### config.mk
export PLATFORM = sky130hd
export DESIGN_NAME = split_view_renderer
export DESIGN_NICKNAME = d
export VERILOG_FILES = /design/src/rtl/split_view_renderer.sv
export SDC_FILE = /design/constraint.sdc
export NUM_CORES = 1
export LEC_CHECK = 0
export ABC_AREA = 1
export BUFFER_PORTS_ARGS = -buffer_cell sky130_fd_sc_hd__buf_2
export CORE_MARGIN = 2
export CORE_UTILIZATION = 59
export DETAILED_ROUTE_END_ITERATION = 6
export PLACE_DENSITY = 0.84
export SLEW_MARGIN = 10
export SYNTH_ARGS = -nofsm -noshare
export SYNTH_HDL_FRONTEND = slang
export SYNTH_SLANG_ARGS = --single-unit
### constraint.sdc
create_clock -name clk -period 6.5 [get_ports clk]
set_clock_uncertainty 0.1 [all_clocks]
set_input_delay 1.3 -clock clk [delete_from_list [all_inputs] [get_ports clk]]
set_output_delay 1.3 -clock clk [all_outputs]
set_load 0.02 [all_outputs]
### src/rtl/split_view_renderer.sv
// Split-screen top-down racing renderer.
// Turns a raster scan position into map and car-sprite ROM addresses,
// then merges the returned texels into one {R,G,B} pixel, with a fixed
// latency of two pixel ticks for colour and syncs alike.
// Optional feature macro: SPLIT_VIEW_GHOST_EN (draws the enemy car in each view).
module split_view_renderer #(
  parameter int          NUM_VIEWS       = 2,
  parameter int          SCALE_SHIFT     = 1,
  parameter int          MAP_WIDTH       = 320,
  parameter int          MAP_HEIGHT      = 240,
  parameter int          SPRITE_SIZE     = 75,
  parameter logic [11:0] TRANSPARENT     = 12'h000,
  parameter logic [11:0] OUT_BOUND_COLOR = 12'h6B4
) (
  input  logic        clk,
  input  logic        rst,
  input  logic        pix_en,
  input  logic [9:0]  h_cnt,
  input  logic [9:0]  v_cnt,
  input  logic        valid,
  input  logic        hsync_in,
  input  logic        vsync_in,
  input  logic [9:0]  p0_x,
  input  logic [9:0]  p0_y,
  input  logic [9:0]  p1_x,
  input  logic [9:0]  p1_y,
  input  logic [3:0]  p0_deg,
  input  logic [3:0]  p1_deg,
  output logic [16:0] map_addr,
  input  logic [11:0] map_rgb,
  output logic [16:0] car_addr_a,
  output logic [16:0] car_addr_b,
  input  logic [11:0] car_rgb_a,
  input  logic [11:0] car_rgb_b,
  output logic [11:0] rgb,
  output logic        hsync,
  output logic        vsync,
  output logic        frame_latched
);

  localparam int                 VIEW_W    = (NUM_VIEWS == 2) ? 320 : 640;
  localparam logic signed [11:0] VIEW_CX   = 12'(VIEW_W / 2);
  localparam logic signed [11:0] VIEW_CY   = 12'sd240;
  localparam logic signed [11:0] MAP_OFF_X = 12'(VIEW_W >> (SCALE_SHIFT + 1));
  localparam logic signed [11:0] MAP_OFF_Y = 12'(480 >> (SCALE_SHIFT + 1));
  localparam logic signed [11:0] MAP_W_S   = 12'(MAP_WIDTH);
  localparam logic signed [11:0] MAP_H_S   = 12'(MAP_HEIGHT);
  localparam logic signed [11:0] HALF      = 12'(SPRITE_SIZE >> 1);
  localparam logic [16:0]        SPR_EDGE  = 17'(SPRITE_SIZE);
  localparam logic [16:0]        SPR_AREA  = 17'(SPRITE_SIZE * SPRITE_SIZE);
  localparam logic [16:0]        MAP_W_U   = 17'(MAP_WIDTH);

  // True when an offset from a sprite centre lies inside the sprite square.
  function automatic logic in_box(input logic signed [11:0] dx,
                                  input logic signed [11:0] dy);
    return (dx >= -HALF) && (dx <= HALF) && (dy >= -HALF) && (dy <= HALF);
  endfunction

  // Sprite ROM address: heading selects the frame, offset from top-left selects the texel.
  function automatic logic [16:0] sprite_addr(input logic [3:0]         deg,
                                              input logic signed [11:0] dx,
                                              input logic signed [11:0] dy);
    logic signed [11:0] px;
    logic signed [11:0] py;
    px = dx + HALF;
    py = dy + HALF;
    return 17'(deg) * SPR_AREA + 17'($unsigned(py)) * SPR_EDGE + 17'($unsigned(px));
  endfunction

  // Frame snapshot of both players
  logic [9:0] s0_x, s0_y, s1_x, s1_y;
  logic [3:0] s0_deg, s1_deg;
  logic       vs_prev;

  // Combinational stage-1 terms
  logic               view_r;
  logic [9:0]         me_x, me_y;
  logic [3:0]         me_deg;
  logic signed [11:0] rel_x, row, mx, my;
  logic signed [11:0] self_dx, self_dy;
  logic               off_map, self_hit, sep;
  logic [16:0]        map_lin, self_addr;

  // Pipeline flags and data
  logic        vld_p1, sep_p1, self_p1, off_p1, hs_p1, vs_p1;
  logic        vld_p2, sep_p2, self_p2, off_p2, hs_p2, vs_p2;
  logic [11:0] map_p2, car_a_p2;
  logic [11:0] rgb_next;

`ifdef SPLIT_VIEW_GHOST_EN
  logic [9:0]         en_x, en_y;
  logic [3:0]         en_deg;
  logic signed [11:0] en_cx, en_cy, en_dx, en_dy;
  logic               en_hit;
  logic [16:0]        en_addr;
  logic               en_p1, en_p2;
  logic [11:0]        car_b_p2;
`else
  logic               unused_car_rgb_b;
`endif

  // Latch positions and headings on the vsync_in falling edge; one-clk pulse marks it
  always_ff @(posedge clk or posedge rst) begin
    if (rst) begin
      s0_x          <= '0;
      s0_y          <= '0;
      s1_x          <= '0;
      s1_y          <= '0;
      s0_deg        <= '0;
      s1_deg        <= '0;
      vs_prev       <= 1'b0;
      frame_latched <= 1'b0;
    end else begin
      frame_latched <= 1'b0;
      if (pix_en) begin
        vs_prev <= vsync_in;
        if (vs_prev && !vsync_in) begin
          s0_x          <= p0_x;
          s0_y          <= p0_y;
          s1_x          <= p1_x;
          s1_y          <= p1_y;
          s0_deg        <= p0_deg;
          s1_deg        <= p1_deg;
          frame_latched <= 1'b1;
        end
      end
    end
  end

  // View select: right half of a split screen follows player 1
  assign view_r = (NUM_VIEWS == 2) && (h_cnt >= 10'd320);
  assign me_x   = view_r ? s1_x : s0_x;
  assign me_y   = view_r ? s1_y : s0_y;
  assign me_deg = view_r ? s1_deg : s0_deg;
  assign rel_x  = $signed({2'b00, h_cnt}) - (view_r ? 12'sd320 : 12'sd0);
  assign row    = $signed({2'b00, v_cnt});
  assign sep    = (NUM_VIEWS == 2) && ((h_cnt == 10'd319) || (h_cnt == 10'd320));

  // Map lookup, camera centred on the viewing player
  assign mx      = (rel_x >>> SCALE_SHIFT) + $signed({2'b00, me_x}) - MAP_OFF_X;
  assign my      = (row >>> SCALE_SHIFT) + $signed({2'b00, me_y}) - MAP_OFF_Y;
  assign off_map = (mx < 12'sd0) || (my < 12'sd0) || (mx >= MAP_W_S) || (my >= MAP_H_S);
  assign map_lin = off_map ? 17'd0
                           : 17'($unsigned(my)) * MAP_W_U + 17'($unsigned(mx));

  // Own car always sits at the view centre
  assign self_dx   = rel_x - VIEW_CX;
  assign self_dy   = row - VIEW_CY;
  assign self_hit  = in_box(self_dx, self_dy);
  assign self_addr = self_hit ? sprite_addr(me_deg, self_dx, self_dy) : 17'd0;

`ifdef SPLIT_VIEW_GHOST_EN
  // Enemy car placed relative to the camera, magnified like the map
  assign en_x    = view_r ? s0_x : s1_x;
  assign en_y    = view_r ? s0_y : s1_y;
  assign en_deg  = view_r ? s0_deg : s1_deg;
  assign en_cx   = VIEW_CX + (($signed({2'b00, en_x}) - $signed({2'b00, me_x})) <<< SCALE_SHIFT);
  assign en_cy   = VIEW_CY + (($signed({2'b00, en_y}) - $signed({2'b00, me_y})) <<< SCALE_SHIFT);
  assign en_dx   = rel_x - en_cx;
  assign en_dy   = row - en_cy;
  assign en_hit  = in_box(en_dx, en_dy);
  assign en_addr = en_hit ? sprite_addr(en_deg, en_dx, en_dy) : 17'd0;
`else
  assign car_addr_b       = 17'd0;
  assign unused_car_rgb_b = ^car_rgb_b;
`endif

  // ---- stage 1: ROM addresses and per-pixel flags ----
  // Register addresses and flags for the pixel sampled on this tick
  always_ff @(posedge clk or posedge rst) begin
    if (rst) begin
      map_addr   <= '0;
      car_addr_a <= '0;
      vld_p1     <= 1'b0;
      sep_p1     <= 1'b0;
      self_p1    <= 1'b0;
      off_p1     <= 1'b0;
      hs_p1      <= 1'b1;
      vs_p1      <= 1'b1;
`ifdef SPLIT_VIEW_GHOST_EN
      car_addr_b <= '0;
      en_p1      <= 1'b0;
`endif
    end else if (pix_en) begin
      map_addr   <= map_lin;
      car_addr_a <= self_addr;
      vld_p1     <= valid;
      sep_p1     <= sep;
      self_p1    <= self_hit;
      off_p1     <= off_map;
      hs_p1      <= hsync_in;
      vs_p1      <= vsync_in;
`ifdef SPLIT_VIEW_GHOST_EN
      car_addr_b <= en_addr;
      en_p1      <= en_hit;
`endif
    end
  end

  // ---- stage 2: ROM data aligned with its flags ----
  // Capture ROM outputs, which settle one clk after the address
  always_ff @(posedge clk or posedge rst) begin
    if (rst) begin
      vld_p2   <= 1'b0;
      sep_p2   <= 1'b0;
      self_p2  <= 1'b0;
      off_p2   <= 1'b0;
      hs_p2    <= 1'b1;
      vs_p2    <= 1'b1;
      map_p2   <= '0;
      car_a_p2 <= '0;
`ifdef SPLIT_VIEW_GHOST_EN
      en_p2    <= 1'b0;
      car_b_p2 <= '0;
`endif
    end else if (pix_en) begin
      vld_p2   <= vld_p1;
      sep_p2   <= sep_p1;
      self_p2  <= self_p1;
      off_p2   <= off_p1;
      hs_p2    <= hs_p1;
      vs_p2    <= vs_p1;
      map_p2   <= map_rgb;
      car_a_p2 <= car_rgb_a;
`ifdef SPLIT_VIEW_GHOST_EN
      en_p2    <= en_p1;
      car_b_p2 <= car_rgb_b;
`endif
    end
  end

  // Layer priority: blanking, separator, own car, enemy car, off-map, map
  always_comb begin
    rgb_next = map_p2;
    if (!vld_p2)
      rgb_next = 12'h000;
    else if (sep_p2)
      rgb_next = 12'hFFF;
    else if (self_p2 && (car_a_p2 != TRANSPARENT))
      rgb_next = car_a_p2;
`ifdef SPLIT_VIEW_GHOST_EN
    else if (en_p2 && (car_b_p2 != TRANSPARENT))
      rgb_next = car_b_p2;
`endif
    else if (off_p2)
      rgb_next = OUT_BOUND_COLOR;
  end

  // ---- stage 3: registered outputs ----
  // Drive colour and the delayed syncs together
  always_ff @(posedge clk or posedge rst) begin
    if (rst) begin
      rgb   <= '0;
      hsync <= 1'b1;
      vsync <= 1'b1;
    end else if (pix_en) begin
      rgb   <= rgb_next;
      hsync <= hs_p2;
      vsync <= vs_p2;
    end
  end

endmodule

==> impl_metrics.json <==
{
  "outcome": "completed",
  "worstSetupStartpointType": "input port",
  "setup_violations": 0,
  "async_reset_ff_frac": 1.00,
  "grt_max_degree": 80,
  "final_nets": 1955,
  "die_area_um2": 20600,
  "hp-class": "flop to flop",
  "worstPathArrival_ns": 6.42,
  "drt-initial-drc-count": 712,
  "placementRows": 51,
  "cts_max_path_buffers": 2,
  "ant_nets": 0,
  "synth.cell_area_um2": 11500,
  "htree_levels": 4,
  "required_ns": 6.72,
  "drt_wl_total_um": 28000,
  "synthSimpleGateAreaFrac": 0.214,
  "synth_cell_types": 44,
  "hold_violations": 0,
  "cts_hold_buf": 0,
  "cts-root-buf": "clkbuf_16",
  "seqCellArea_um2": 3360,
  "drt_pass1_iterations": 7,
  "rrSetupSlack_ns": 1.44,
  "max_freq_ghz": 0.161,
  "slew_headroom": 0.374,
  "grt_pass1_vias": 9536,
  "synth_top_family_by_area": "adder cells",
  "synth-xor-area-share": 0.0432,
  "ys_seq_area_frac": 0.293,
  "avgSynthCellArea_um2": 7.95,
  "io_buffers": 146,
  "end_kind": "flop",
  "ys_seq_elements": 134,
  "initial_utilization": 0.595,
  "dp_hpwl_um": 21500,
  "drt-wirelength-per-cell_um": 14.5,
  "critical_path_class": "input port to flop",
  "via_count": 9989,
  "syn_to_final_growth_pct": 17.7,
  "clkLatencyLatePin_ns": 0.43,
  "cts_setup_buffers": 0,
  "cp_max_fo": 5,
  "drive_gt1_frac": 0.178,
  "grt_usage": 0.278,
  "fin_worst_hold_slack_ns": 0.368,
  "die_w_um": 143,
  "post-route-cell-area_um2": 13500,
  "overflow": 0,
  "synthAdderAreaFrac": 0.264,
  "ios": 176,
  "coreArea_um2": 19300,
  "ys.flop_type": "dfrtp_1",
  "rsz0062_at_grt": "false",
  "finalCritPeriodShare": 0.953,
  "synth-edff-count": 0,
  "multi_input_area_um2": 7030,
  "fin_crit_ns": 6.20,
  "ys.warnings.count": 0,
  "slew_violations": 0,
  "maxCapViolations": 0,
  "worst_pin_slew_ns": 0.939,
  "antenna_found_initial": 3,
  "placed_area_um2": 12900,
  "drcViolationCount": 0,
  "clkTransAtPathRegs_ns": 0.07,
  "tns_ns": 0,
  "synthCells": 1443,
  "synthMuxAreaShare": 0.00611,
  "numCtsBuffers": 17,
  "synth_compound_area_frac": 0.0752,
  "fillers": 1520,
  "viasPerCell": 5.19,
  "grt_pass1_wl_um": 45000,
  "tritoncts": "yes",
  "cts.sinks": 134,
  "gp_congestion": 0.924,
  "die_height_um": 143
}
==> placed cells by master, fill, tap and decap left out, types with 3 or more instances in the layout <==
cell and instances:
a211oi_1 7, a21o_1 3, a21oi_1 37, a31oi_1 7, buf_2 146, buf_4 67, clkbuf_16 17, conb_1 17
dfrtp_1 128, dfstp_2 6, diode_2 3, fa_1 67, ha_1 133, inv_1 245, inv_2 5, inv_6 6
inv_8 4, mux2i_1 7, nand2_1 454, nand3_1 60, nand3b_1 5, nand4_1 14, nor2_1 34, nor2_4 3
nor3_1 4, nor4_1 3, o21ai_0 69, o21ai_1 5, o21ai_2 13, o21bai_1 3, or2_2 8, xnor2_1 17
xor2_1 33, xor2_2 3
==> layer usage <==
layer  wire [um]  global-route usage
met5          12                   0
met4         807               0.105
met3        2070              0.0580
met2       12900               0.454
met1       12200               0.366
==> metrics by stage <==
| stage | setup slack (ns) | util | cells |
|---|---|---|---|
| after floorplan | 0.0220 | - | 1459 |
| after global placement | -0.00508 | 0.669 | 1889 |
| after detailed placement | -0.145 | 0.669 | 1889 |
| after CTS | 0.299 | 0.700 | 1921 |
| after global routing | 0.0162 | 0.700 | 1922 |
| final | 0.305 | 0.701 | 1924 |
==> registers in the layout (all words and copies together), names as in the netlist, 4 cells and up <==
| register | flops |
|---|---|
| map_addr | 17 |
| s1_y | 10 |
| s1_deg | 4 |
| car_addr_a | 17 |
| rgb | 12 |
| s1_x | 10 |
| map_p2 | 12 |
| s0_y | 10 |
| s0_x | 10 |
| s0_deg | 4 |
| car_a_p2 | 12 |
==> final timing paths <==
| path | to | startpoint | cells past startpoint |
|---|---|---|---|
| hold / removal | hs_p1 | hs_p1 | 2 |
| max in group asynchronous | car_addr_a[3] | rst | 3 |
| hold reg to reg | hs_p1 | hs_p1 | 2 |
| setup / recovery | car_addr_a[14] | v_cnt[5] | 24 |
| setup reg to reg | car_addr_a[14] | s1_deg[3] | 20 |
| min in group asynchronous | car_addr_a[10] | rst | 2 |
==> logic make-up (layout without fill, tap and decap cells) <==
kind of cell,after synthesis,after routing
other,1,20
muxes,7,7
and+or+nand+nor,594,594
AOI/OAI and AO/OA,152,152
xor gates and xnor gates,54,54
DFF,134,134
adders and majority gates,202,202
buffers and inverters,299,496
==> area by class of cell <==
class | count | area share
flip-flops and latches | 134 | 0.249
clock buffers | 17 | 0.0315
clock inverters | 15 | 0.0119
diodes | 3 | 0.000556
repair buffers | 213 | 0.0914
well taps | 265 | 0.0246
multi-input cells | 1026 | 0.521
inverters | 251 | 0.0702
==> cell usage after synthesis (4+ instances only) <==
cell type | count | area [um^2]
nor3_1 | 4 | 20.0
o21ai_2 | 11 | 96.3
or2_2 | 8 | 50.1
a211oi_1 | 7 | 52.6
nand2_1 | 455 | 1710
ha_1 | 135 | 1690
nand3_1 | 60 | 300
mux2i_1 | 7 | 70.1
dfstp_2 | 6 | 158
nand4_1 | 14 | 87.6
o21ai_0 | 72 | 360
inv_1 | 246 | 923
fa_1 | 67 | 1340
buf_1 | 6 | 22.5
xnor2_1 | 18 | 158
clkbuf_1 | 22 | 82.6
nand3b_1 | 5 | 37.5
dfrtp_1 | 128 | 3200
nor2_1 | 34 | 128
inv_2 | 4 | 15.0
a31oi_1 | 8 | 50.1
xor2_1 | 33 | 289
buf_4 | 18 | 135
o21ai_1 | 4 | 20.0
a21oi_1 | 38 | 190
==> worst max-delay path, stage by stage <==
cell	delay [ns]
buf_2	0.15
ha_1	0.24
nand3_1	0.13
xor2_1	0.21
buf_4	0.17
xor2_1	0.27
fa_1	0.46
inv_1	0.10
fa_1	0.44
fa_1	0.49
inv_1	0.05
fa_1	0.52
inv_1	0.05
fa_1	0.57
ha_4	0.22
nand2_1	0.08
inv_1	0.06
a21oi_1	0.14
nand2_1	0.10
a21oi_2	0.14
o21ai_0	0.10
or2_2	0.29
nand3_1	0.08
nand2_1	0.04
==> timing repair <==
| item | 4_1_cts | 5_1_grt |
|---|---|---|
| hold endpoints to repair | 0 | 0 |
| setup endpoints to repair | 0 | 1 |
| gates resized for setup | 0 | 1 |
Power is not shown: default switching activity piles up to over one toggle a cycle in this logic, so the estimate is an artifact.
